==> src/rtl/program_loader.sv <==
// Boot loader: frames a host byte stream into 16-bit words for instruction memory and
// holds the CPU PC in reset until a full frame has loaded. Optional feature: CHECKSUM_EN.
module program_loader #(
    parameter logic [7:0]  SYNC_BYTE = 8'hA5,
    parameter int unsigned MAX_WORDS = 256
) (
    input  logic        clk,
    input  logic        reset,
    input  logic [7:0]  byte_in,
    input  logic        byte_valid,
    output logic        byte_ready,
    output logic [15:0] instruction_in,
    output logic [15:0] load_address,
    output logic        load_instruction,
    output logic        pc_reset,
    output logic        busy,
    output logic        done,
    output logic        error
);

    localparam logic [15:0] MAX_N = 16'(MAX_WORDS);

    typedef enum logic [3:0] {
        S_IDLE,
        S_CNT_HI,
        S_CNT_LO,
        S_DATA_HI,
        S_DATA_LO,
        S_WRITE,
        S_RELEASE,
        S_ERROR
`ifdef CHECKSUM_EN
        , S_CHECK
`endif
    } state_t;

    state_t      r_state;
    logic [7:0]  r_cnt_hi;
    logic [15:0] r_count;
    logic [15:0] r_index;
    logic [7:0]  r_hi;
    logic [15:0] r_instruction;
    logic [15:0] r_address;
    logic        r_load;
    logic        r_pc_reset;
    logic        r_busy;
    logic        r_done;
    logic        r_error;
`ifdef CHECKSUM_EN
    logic [7:0]  r_csum;
`endif

    logic        w_xfer;
    logic        w_sync;
    logic [15:0] w_count_n;

    // The loader only stalls the stream while it is writing a word or releasing the CPU.
    assign byte_ready = (r_state != S_WRITE) && (r_state != S_RELEASE);
    assign w_xfer     = byte_valid && byte_ready;
    assign w_sync     = w_xfer && (byte_in == SYNC_BYTE);
    assign w_count_n  = {r_cnt_hi, byte_in};

    assign instruction_in   = r_instruction;
    assign load_address     = r_address;
    assign load_instruction = r_load;
    assign pc_reset         = r_pc_reset;
    assign busy             = r_busy;
    assign done             = r_done;
    assign error            = r_error;

    // All outputs are registered: each transition sets what the next state must show.
    always_ff @(posedge clk or posedge reset) begin
        if (reset) begin
            r_state       <= S_IDLE;
            r_cnt_hi      <= 8'h00;
            r_count       <= 16'h0000;
            r_index       <= 16'h0000;
            r_hi          <= 8'h00;
            r_instruction <= 16'h0000;
            r_address     <= 16'h0000;
            r_load        <= 1'b0;
            r_pc_reset    <= 1'b1;
            r_busy        <= 1'b0;
            r_done        <= 1'b0;
            r_error       <= 1'b0;
`ifdef CHECKSUM_EN
            r_csum        <= 8'h00;
`endif
        end else begin
            r_load <= 1'b0;
            r_done <= 1'b0;
            case (r_state)
                S_IDLE, S_ERROR: begin
                    if (w_sync) begin
                        r_state    <= S_CNT_HI;
                        r_busy     <= 1'b1;
                        r_error    <= 1'b0;
                        r_pc_reset <= 1'b1;
`ifdef CHECKSUM_EN
                        r_csum     <= 8'h00;
`endif
                    end
                end
                S_CNT_HI: begin
                    if (w_xfer) begin
                        r_cnt_hi <= byte_in;
                        r_state  <= S_CNT_LO;
`ifdef CHECKSUM_EN
                        r_csum   <= r_csum ^ byte_in;
`endif
                    end
                end
                S_CNT_LO: begin
                    if (w_xfer) begin
`ifdef CHECKSUM_EN
                        r_csum <= r_csum ^ byte_in;
`endif
                        if ((w_count_n == 16'h0000) || (w_count_n > MAX_N)) begin
                            r_state <= S_ERROR;
                            r_error <= 1'b1;
                            r_busy  <= 1'b0;
                        end else begin
                            r_count <= w_count_n;
                            r_index <= 16'h0000;
                            r_state <= S_DATA_HI;
                        end
                    end
                end
                S_DATA_HI: begin
                    if (w_xfer) begin
                        r_hi    <= byte_in;
                        r_state <= S_DATA_LO;
`ifdef CHECKSUM_EN
                        r_csum  <= r_csum ^ byte_in;
`endif
                    end
                end
                S_DATA_LO: begin
                    if (w_xfer) begin
                        r_instruction <= {r_hi, byte_in};
                        r_address     <= r_index;
                        r_load        <= 1'b1;
                        r_state       <= S_WRITE;
`ifdef CHECKSUM_EN
                        r_csum        <= r_csum ^ byte_in;
`endif
                    end
                end
                S_WRITE: begin
                    if (r_index == (r_count - 16'd1)) begin
`ifdef CHECKSUM_EN
                        r_state <= S_CHECK;
`else
                        r_state <= S_RELEASE;
                        r_done  <= 1'b1;
`endif
                    end else begin
                        r_index <= r_index + 16'd1;
                        r_state <= S_DATA_HI;
                    end
                end
`ifdef CHECKSUM_EN
                S_CHECK: begin
                    if (w_xfer) begin
                        if (byte_in == r_csum) begin
                            r_state <= S_RELEASE;
                            r_done  <= 1'b1;
                        end else begin
                            r_state <= S_ERROR;
                            r_error <= 1'b1;
                            r_busy  <= 1'b0;
                        end
                    end
                end
`endif
                S_RELEASE: begin
                    r_state    <= S_IDLE;
                    r_busy     <= 1'b0;
                    r_pc_reset <= 1'b0;
                end
                default: begin
                    r_state <= S_IDLE;
                    r_busy  <= 1'b0;
                end
            endcase
        end
    end

endmodule

==> config.mk <==
export PLATFORM = sky130hd
export DESIGN_NAME = program_loader
export DESIGN_NICKNAME = d
export VERILOG_FILES = /design/src/rtl/program_loader.sv
export SDC_FILE = /design/constraint.sdc
export NUM_CORES = 1
export LEC_CHECK = 0
export BUFFER_PORTS_ARGS = -buffer_cell sky130_fd_sc_hd__buf_2
export CORE_MARGIN = 2
export CORE_UTILIZATION = 46
export DETAILED_ROUTE_END_ITERATION = 8
export MAX_ROUTING_LAYER = met4
export PLACE_DENSITY_LB_ADDON = 0.25
export SLEW_MARGIN = 30
export SYNTH_ARGS = -nofsm -noshare
export SYNTH_HDL_FRONTEND = slang
export SYNTH_SLANG_ARGS = --single-unit
==> constraint.sdc <==
create_clock -name clk -period 3.75 [get_ports clk]
set_input_delay 0.375 -clock clk [delete_from_list [all_inputs] [get_ports clk]]
set_output_delay 0.375 -clock clk [all_outputs]
set_load 0.02 [all_outputs]
## After elaboration in Yosys (flattened, before gate mapping)

Cells that the tools add are included.

- Bits in registers: 89
- Input port bits: 11
- Output and inout port bits: 38
- Logic and storage cells: 81

- Add/sub/neg operators: 2
- Magnitude comparators: 1
- Equal/unequal tests: 19
- Mux-type cells: 25
- Bitwise gates (word level): 2
- Reductions and logical operators: 20

Operator list:

| cell | count |
|---|---|
| 2-to-1 mux 16 bit | 3 |
| one-hot mux 16 bit (2 select lines) | 1 |
| one-hot mux 4 bit (6 select lines) | 1 |
| 2-to-1 mux 4 bit | 5 |
| adder 16 x 1 -> 16 bit, second input constant | 1 |
| == test 16 bit | 1 |
| == test 4 x 3 -> 1 bit, second input constant | 4 |
| greater-than comparator 16 x 9 -> 1 bit, second input constant | 1 |
| zero test 16 bit | 1 |
| inequality test 2 bit, second input constant | 8 |
| subtractor 16 x 1 -> 16 bit, second input constant | 1 |
| AND reduction 4 bit | 3 |
| 2-to-1 mux 1 bit | 10 |
| == test 4 x 2 -> 1 bit, second input constant | 2 |
| == test 8 bit, second input constant | 1 |
| inequality test 4 x 3 -> 1 bit, second input constant | 2 |
| AND reduction 2 bit | 4 |
| 2-to-1 mux 3 bit | 2 |
| nonzero test 2 bit | 3 |
| AND reduction 5 bit | 1 |
| == test 4 x 1 -> 1 bit, second input constant | 1 |
| zero test 4 bit | 1 |
| one-hot mux 1 bit (2 select lines) | 2 |
| OR reduction 4 bit | 1 |
| other kinds (6) | 9 |

## Depth between registers and ports, before layout

Gate-level depths: netlist of the first run.

- Depth in word-level cells: 6
- Mapped depth: 12
- Gate-level depth less buffers: 9

## Worst setup path after synthesis of the first run

OpenSTA, ideal clock, no wires.

- Path type: register to register
- Start: register r_count[0]
- End: register r_state[0]
- Data arrival time: 2.674 ns
- Required time: 3.626 ns
- Setup slack: 0.952 ns
- Stages on the path, launching flop included: 12
- Path buffers: 2
- Cell sequence: dfrtp_1 > inv_1 > ha_1 > or4b_1 > buf_2 > o31a_1 > nor4_1 > nor3_1 > nor4_2 > buf_6 > a21oi_1 > a211o_1

- Longest elaborated chain between the ends: 4

Ends and longest elaborated chain:

| element | RTL line | text |
|---|---|---|
| from (decl) | 39 | `logic [15:0] r_count;` |
| from (signal assigned) | 123 | `r_count <= w_count_n;` |
| subtractor 16 x 1 -> 16 bit | 150 | `if (r_index == (r_count - 16'd1)) begin` |
| == test 16 bit | 150 |  |
| 2-to-1 mux 3 bit | 150 |  |
| one-hot mux 4 bit (6 select lines) | 92 | `case (r_state)` |
| to (signal assigned) | 95 | `r_state <= S_CNT_HI;` |
| to (signal assigned) | 154 | `r_state <= S_RELEASE;` |
| to (signal assigned) | 159 | `r_state <= S_DATA_HI;` |
| to (decl) | 37 | `state_t r_state;` |

Every way passes these cells.
A chain may end at the register's enable or synchronous reset.

## Worst setup path in the final report of the first run

- Start: register r_count[0]
- End: register r_index[15]

- Longest elaborated chain between the ends: 4

Ends and longest elaborated chain:

| element | RTL line | text |
|---|---|---|
| subtractor 16 x 1 -> 16 bit | 150 |  |
| == test 16 bit | 150 |  |
| inequality test 2 bit (no line) | -- |  |
| AND reduction 4 bit (no line) | -- |  |
| to (signal assigned) | 158 | `r_index <= r_index + 16'd1;` |
| to (decl) | 40 | `logic [15:0] r_index;` |

Every way passes these cells.

==> impl_metrics.tcl, run 1 <==
set metrics [dict create \
    finalSetupTns_ns 0 \
    root_buffer "clkbuf_8" \
    regArea_um2 2200 \
    cp_data_required_time_ns 4.02 \
    drtPass1Iterations 4 \
    cpMaxStageDelayCell "or4b_1" \
    die_w_um 101 \
    p_int_uw 2160 \
    synth-xor-area-share_pct 3.62 \
    finalCriticalPeriod_ns 3.28 \
    cts.sinks 88 \
    r2r_cells 10 \
    cts_setup_buffers 0 \
    gp_congestion 0.861 \
    synth.avg_cell_area_um2 10.9 \
    hold_viol 0 \
    setup_slack_ns 0.472 \
    sw_frac_of_total_pct 39.8 \
    hold_class "primary input to asynchronous set/reset pin" \
    regToRegSetupSlack_ns 0.47 \
    cts_max_level 3 \
    cts-hold-fix-buffers 0 \
    worstPathArrival_ns 3.55 \
    yosys_warnings 0 \
    drv_cap 0 \
    p_switching_uw 1430 \
    synth-adder-area-share_pct 0.575 \
    synth_top_family_by_area "simple AND/OR/NAND/NOR gates" \
    power_density_nw_per_um2 743 \
    crit_chain "inv_1 -> ha_1 -> or4b_1 -> nor4_1 -> nor4_1 -> nor3_1 -> nor4_4 -> buf_4 -> or4_1 -> a21oi_1" \
    wire_per_inst_um 17.3 \
    fin_cells 554 \
    totalWireLength_mm 9.57 \
    syn-cell-area_um2 4350 \
    grt_util_met1_pct 27.8 \
    gr-usage-all-layers_pct 20.4 \
    p_seq_share_pct 46.3 \
    cp_common_cell "nor4_1" \
    drt-initial-drc-count 188 \
    dieArea_um2 10300 \
    met2_usage_pct 31.9 \
    layout_commonest_cell "dfrtp_1" \
    num_vias 3234 \
    ys.flop_type "dfrtp_1" \
    met3_usage_pct 3.11 \
    syn_inst 399 \
    place_area_um2 4660 \
    clk_latency_ns 0.36 \
    drc 0 \
    clockBufferDepth 2 \
    grt_max_degree 48 \
    placed_cells 538 \
    max-slew-margin-rel_pct 47.1 \
    n_fill_cell 821 \
    rsz0062_at_grt "false" \
    drv_slew 0 \
    crit_cells 10 \
    finalInstanceArea_um2 4830 \
    cp-start-kind "flip-flop" \
    finalClockSkew_ns 0.0171 \
    muxShareOfSynthArea_pct 13.3 \
    grt_pass1_vias 3125 \
    core_um2 9200 \
    synth_edf_count 0 \
    p_leak_uw 0.00201 \
    multiInputGateArea_um2 2000 \
    gr-total-overflow 0 \
    hpwl_mm 6.52 \
    area_growth_pct 11.1 \
    path_clk_slew_ns 0.09 \
    final_net_count 451 \
    cts_tree "yes" \
    top_usage_layer "met2" \
    fmax_mhz 305 \
    antenna_left 0 \
    ctsResizeCount 0 \
    antenna_found_initial 0 \
    setup_viol 0 \
    vias_per_cell 5.84 \
    num_rows 35 \
    crit_path_max_fanout 30 \
    peakVddDrop_mv 0.447 \
    comb_power_share_pct 36.7 \
    start_util_pct 47.3 \
    critical_path_class "flip-flop to flip-flop" \
    path_buf_inv 2 \
    synth_cell_types 56 \
    cts_inserted_buffers 9 \
    n_antenna_cell 0 \
    fin_crit_sh_pct 87.4 \
    tightest_slew_ns 0.793 \
    synthArstFlopShare_pct 100 \
    critPathMaxStageDelay_ns 0.56 \
    synth_top_cell_by_area "dfrtp_1" \
    final_util_pct 52.6 \
    path_delay_family "simple AND/OR/NAND/NOR gates" \
    synth_fp_nets 412 \
    netlist_top_cells_area "dfrtp_1 (50%), mux2_2 (12%), nand2_1 (3.9%)" \
    synth_compound_area_share_pct 10.2 \
    io_pins 49 \
    layout-drive-gt1-share_pct 30.2 \
    synth-simple-area-share_pct 17.8 \
    clock_power_share_pct 16.9 \
    yosysTopAreaCellShare_pct 50.0 \
    grt_pass1_wl_mm 15.9 \
    status "finished, final reports clean" \
    synth_seq_cells 88 \
    post-place-ws_ns 0.569 \
    die_y_um 101 \
    cp-end-kind "flip-flop" \
    most-common-layout-cells "dfrtp_1 (87), mux2_2 (48), buf_2 (48)" \
    ys_seq_area_share_pct 50.6 \
    portBuffers 48 \
]
## power by group through the flow
stage | Combinational, uW | Sequential, uW | Clock [uW]
after CTS | 1330 | 1660 | 620
after detailed placement | 1330 | 1670 | 0
final | 1320 | 1660 | 609
after global routing | 1450 | 1720 | 659
after floorplan | 852 | 1740 | 0
after global placement | 1300 | 1650 | 0
## layout make-up
cell class	instances	area share (%)
clock buffer	9	2.56
clock inverter	7	1.11
inverter	8	0.647
multi-input combinational	277	41.3
sequential	88	45.6
tap	111	2.87
timing repair buffer	54	5.90
## synth_stat cells, types with 2 or more instances
master / number
o31a_1: 2
a21oi_2: 3
nor4b_1: 2
buf_2: 4
a21oi_1: 12
nand3b_1: 2
o211ai_1: 8
mux2i_1: 4
nand3_1: 12
nor2_1: 10
nand4_1: 6
nor2b_1: 2
and4_1: 2
nor3b_1: 2
and3_1: 7
or2_2: 2
nand2b_1: 5
o2111ai_1: 3
o21ai_0: 10
and2_1: 9
o31ai_1: 6
inv_1: 8
or3_1: 6
o22ai_1: 2
xnor2_1: 9
xor2_1: 9
mux2_2: 48
ha_1: 2
o21ai_2: 3
nand2_1: 45
clkbuf_1: 17
nor4_1: 6
buf_6: 2
nor3_1: 10
or4_1: 11
o21a_1: 2
dfrtp_1: 87
## registers in the layout, indices dropped and copies added, names as in the netlist
| signal | count |
|---|---|
| r_hi | 8 |
| r_index | 16 |
| r_state | 3 |
| error | 1 |
| pc_reset | 1 |
| r_count | 16 |
| instruction_in | 16 |
| load_instruction | 1 |
| done | 1 |
| r_cnt_hi | 8 |
| busy | 1 |
| load_address | 16 |
## per-stage QoR
step                hold WS, ns  power (uW)
finish                    0.134        3590
global route              0.200        3830
floorplan                 0.474        2590
global placement          0.459        2950
detailed placement        0.473        3000
CTS                       0.155        3620
## kinds of logic after synthesis
logic type / Yosys count
buffers and inverters: 34
xor gates and xnor gates: 18
AOI/OAI and AO/OA: 62
muxes: 52
DFF: 88
and+or+nand+nor: 143
adders and majority gates: 2
## worst paths after layout
| check | startpoint | end |
|---|---|---|
| setup / recovery | r_count[0] | r_index[15] |
| hold / removal | reset | r_index[14] |
| setup reg to reg | r_count[0] | r_index[15] |
| hold reg to reg | error | error |
| max in group asynchronous | reset | pc_reset |
| min in group clk | byte_in[4] | r_count[4] |
## routing by layer
| metal | wire (um) | vias up |
|---|---|---|
| li1 | - | 1532 |
| met1 | 4510 | 1621 |
| met2 | 4550 | 67 |
| met3 | 375 | 14 |
| met4 | 133 | 0 |
| met5 | 0 | - |
(Power assumes the default switching activity.)
==> run 2: changes to the inputs <==
Settings changed: GPL_ROUTABILITY_DRIVEN from default to 0, PLACE_DENSITY from default to 0.65, PLACE_DENSITY_LB_ADDON 0.25 to default.
Clock period 3.75 ns to 3.8 ns, I/O delays scaled along.
==> run 2 against run 1 <==
- routed wire length down 2.0%
- fmax increased by 2.8%
- final cell count down 0.36%
- power increased by 1.9%
- utilization is 0.34 points higher
- sequential power is essentially flat
- sequential share of layout area decreased by 0.29 points
- worst hold slack worse by 0.051 ns
- clock skew is 0.0092 ns lower
- highest routed layer unchanged
- worst setup slack improved by 0.14 ns
==> impl_metrics.tcl, run 2 (same netlist as run 1, synthesis figures left out) <==
set metrics [dict create \
    status "finished, final reports clean" \
    p_leak_uw 0.00203 \
    critical_path_class "flip-flop to flip-flop" \
    grt_pass1_vias 3065 \
    cp_common_cell "nor4_1" \
    grt_max_degree 51 \
    cts_max_level 3 \
    path_clk_slew_ns 0.09 \
    regToRegSetupSlack_ns 0.61 \
    area_growth_pct 11.8 \
    totalWireLength_mm 9.37 \
    vias_per_cell 5.84 \
    num_rows 35 \
    finalSetupTns_ns 0 \
    drc 0 \
    drv_slew 0 \
    clockBufferDepth 2 \
    grt_pass1_wl_mm 15.9 \
    layout-drive-gt1-share_pct 29.9 \
    cp-start-kind "flip-flop" \
    io_pins 49 \
    rsz0062_at_grt "false" \
    setup_viol 0 \
    sw_frac_of_total_pct 38.2 \
    root_buffer "clkbuf_8" \
    antenna_found_initial 0 \
    path_buf_inv 2 \
    cts-hold-fix-buffers 0 \
    ctsResizeCount 0 \
    worstPathArrival_ns 3.48 \
    critPathMaxStageDelay_ns 0.56 \
    hold_viol 0 \
    drt-initial-drc-count 164 \
    p_int_uw 2260 \
    final_net_count 450 \
    most-common-layout-cells "dfrtp_1 (87), mux2_2 (48), buf_2 (48)" \
    clock_power_share_pct 19.7 \
    fin_crit_sh_pct 83.9 \
    cts_setup_buffers 0 \
    crit_chain "inv_1 -> ha_1 -> or4b_1 -> nor4_1 -> nor4_1 -> nor3_1 -> nor4_4 -> buf_4 -> or4_1 -> a21oi_1" \
    path_delay_family "simple AND/OR/NAND/NOR gates" \
    portBuffers 48 \
    cpMaxStageDelayCell "or4b_1" \
    finalCriticalPeriod_ns 3.19 \
    p_seq_share_pct 44.7 \
    max-slew-margin-rel_pct 43.7 \
    fmax_mhz 314 \
    r2r_cells 10 \
    cts_tree "yes" \
    drtPass1Iterations 4 \
    num_vias 3225 \
    gr-total-overflow 0 \
    start_util_pct 47.3 \
    hold_class "primary input to asynchronous set/reset pin" \
    die_w_um 101 \
    die_y_um 101 \
    peakVddDrop_mv 0.500 \
    layout_commonest_cell "dfrtp_1" \
    comb_power_share_pct 35.5 \
    crit_path_max_fanout 30 \
    drv_cap 0 \
    tightest_slew_ns 0.823 \
    gr-usage-all-layers_pct 20.6 \
    finalClockSkew_ns 0.00790 \
    dieArea_um2 10300 \
    clk_latency_ns 0.36 \
    wire_per_inst_um 17.0 \
    timing.rr.start "r_count[0]" \
    hold_slack_ns 0.0825 \
    cp-end-kind "flip-flop" \
    hpwl_mm 6.35 \
    cp_data_required_time_ns 4.10 \
    n_antenna_cell 0 \
    antenna_left 0 \
    power_density_nw_per_um2 752 \
    p_switching_uw 1400 \
    cts.sinks 88 \
    cts_inserted_buffers 9 \
    r2r_end "r_index[15]" \
    core_um2 9200 \
]
==> run 2: cell types whose count changed in the layout (fill, tap and decap cells not counted), sizes merged <==
cell	delta
clkinv	-3
bufinv	+2
buf	-1
clkinvlp	-1
inv	+1
==> run 2: layout make-up <==
cell class | count | area [um^2]
inverter | 8 | 32.5
clock buffer | 9 | 124
tap | 111 | 139
multi-input combinational | 277 | 2000
clock inverter | 6 | 92.6
timing repair buffer | 53 | 278
fill | 832 | 4330
sequential | 88 | 2200
==> run 2: worst max-delay path by stage <==
stage	start	to	slack (ns)	cells past startpoint
final	r_count[0]	r_index[15]	0.61	10
after global routing	r_count[0]	r_index[15]	0.43	10
after CTS	r_count[0]	r_index[15]	0.63	10
after detailed placement	r_count[0]	r_index[15]	0.64	10
after global placement	r_count[0]	r_index[15]	0.78	10
after floorplan	r_count[0]	r_state[0]	1.00	11
==> run 2: layer usage <==
layer / wire length (um) / GRT usage (%) / part of all wire (%) / vias up
met1: 4450 / 28.6 / 47 / 1625
met4: 189 / 6.55 / 2.0 / 0
met2: 4350 / 30.3 / 46 / 68
li1: - / - / - / 1519
met5: 0 / - / 0 / -
met3: 384 / 4.42 / 4.1 / 13
==> run 2: power groups by stage <==
stage                     clock network (uW)  logic (uW)  registers [uW]
after floorplan                            0         841            1710
after global placement                     0        1280            1630
after detailed placement                   0        1310            1650
after CTS                                739        1320            1630
after global routing                     775        1430            1690
final                                    722        1300            1640
==> run 2: through the flow <==
stage	setup WS [ns]	area, um^2	util (%)	total power (uW)	instances
floorplan	1.00	4350	-	2550	399
global placement	0.778	4640	50.5	2910	537
detailed placement	0.644	4650	50.5	2960	537
CTS	0.626	4860	52.9	3690	552
global route	0.434	4870	52.9	3900	552
finish	0.613	4870	52.9	3660	552
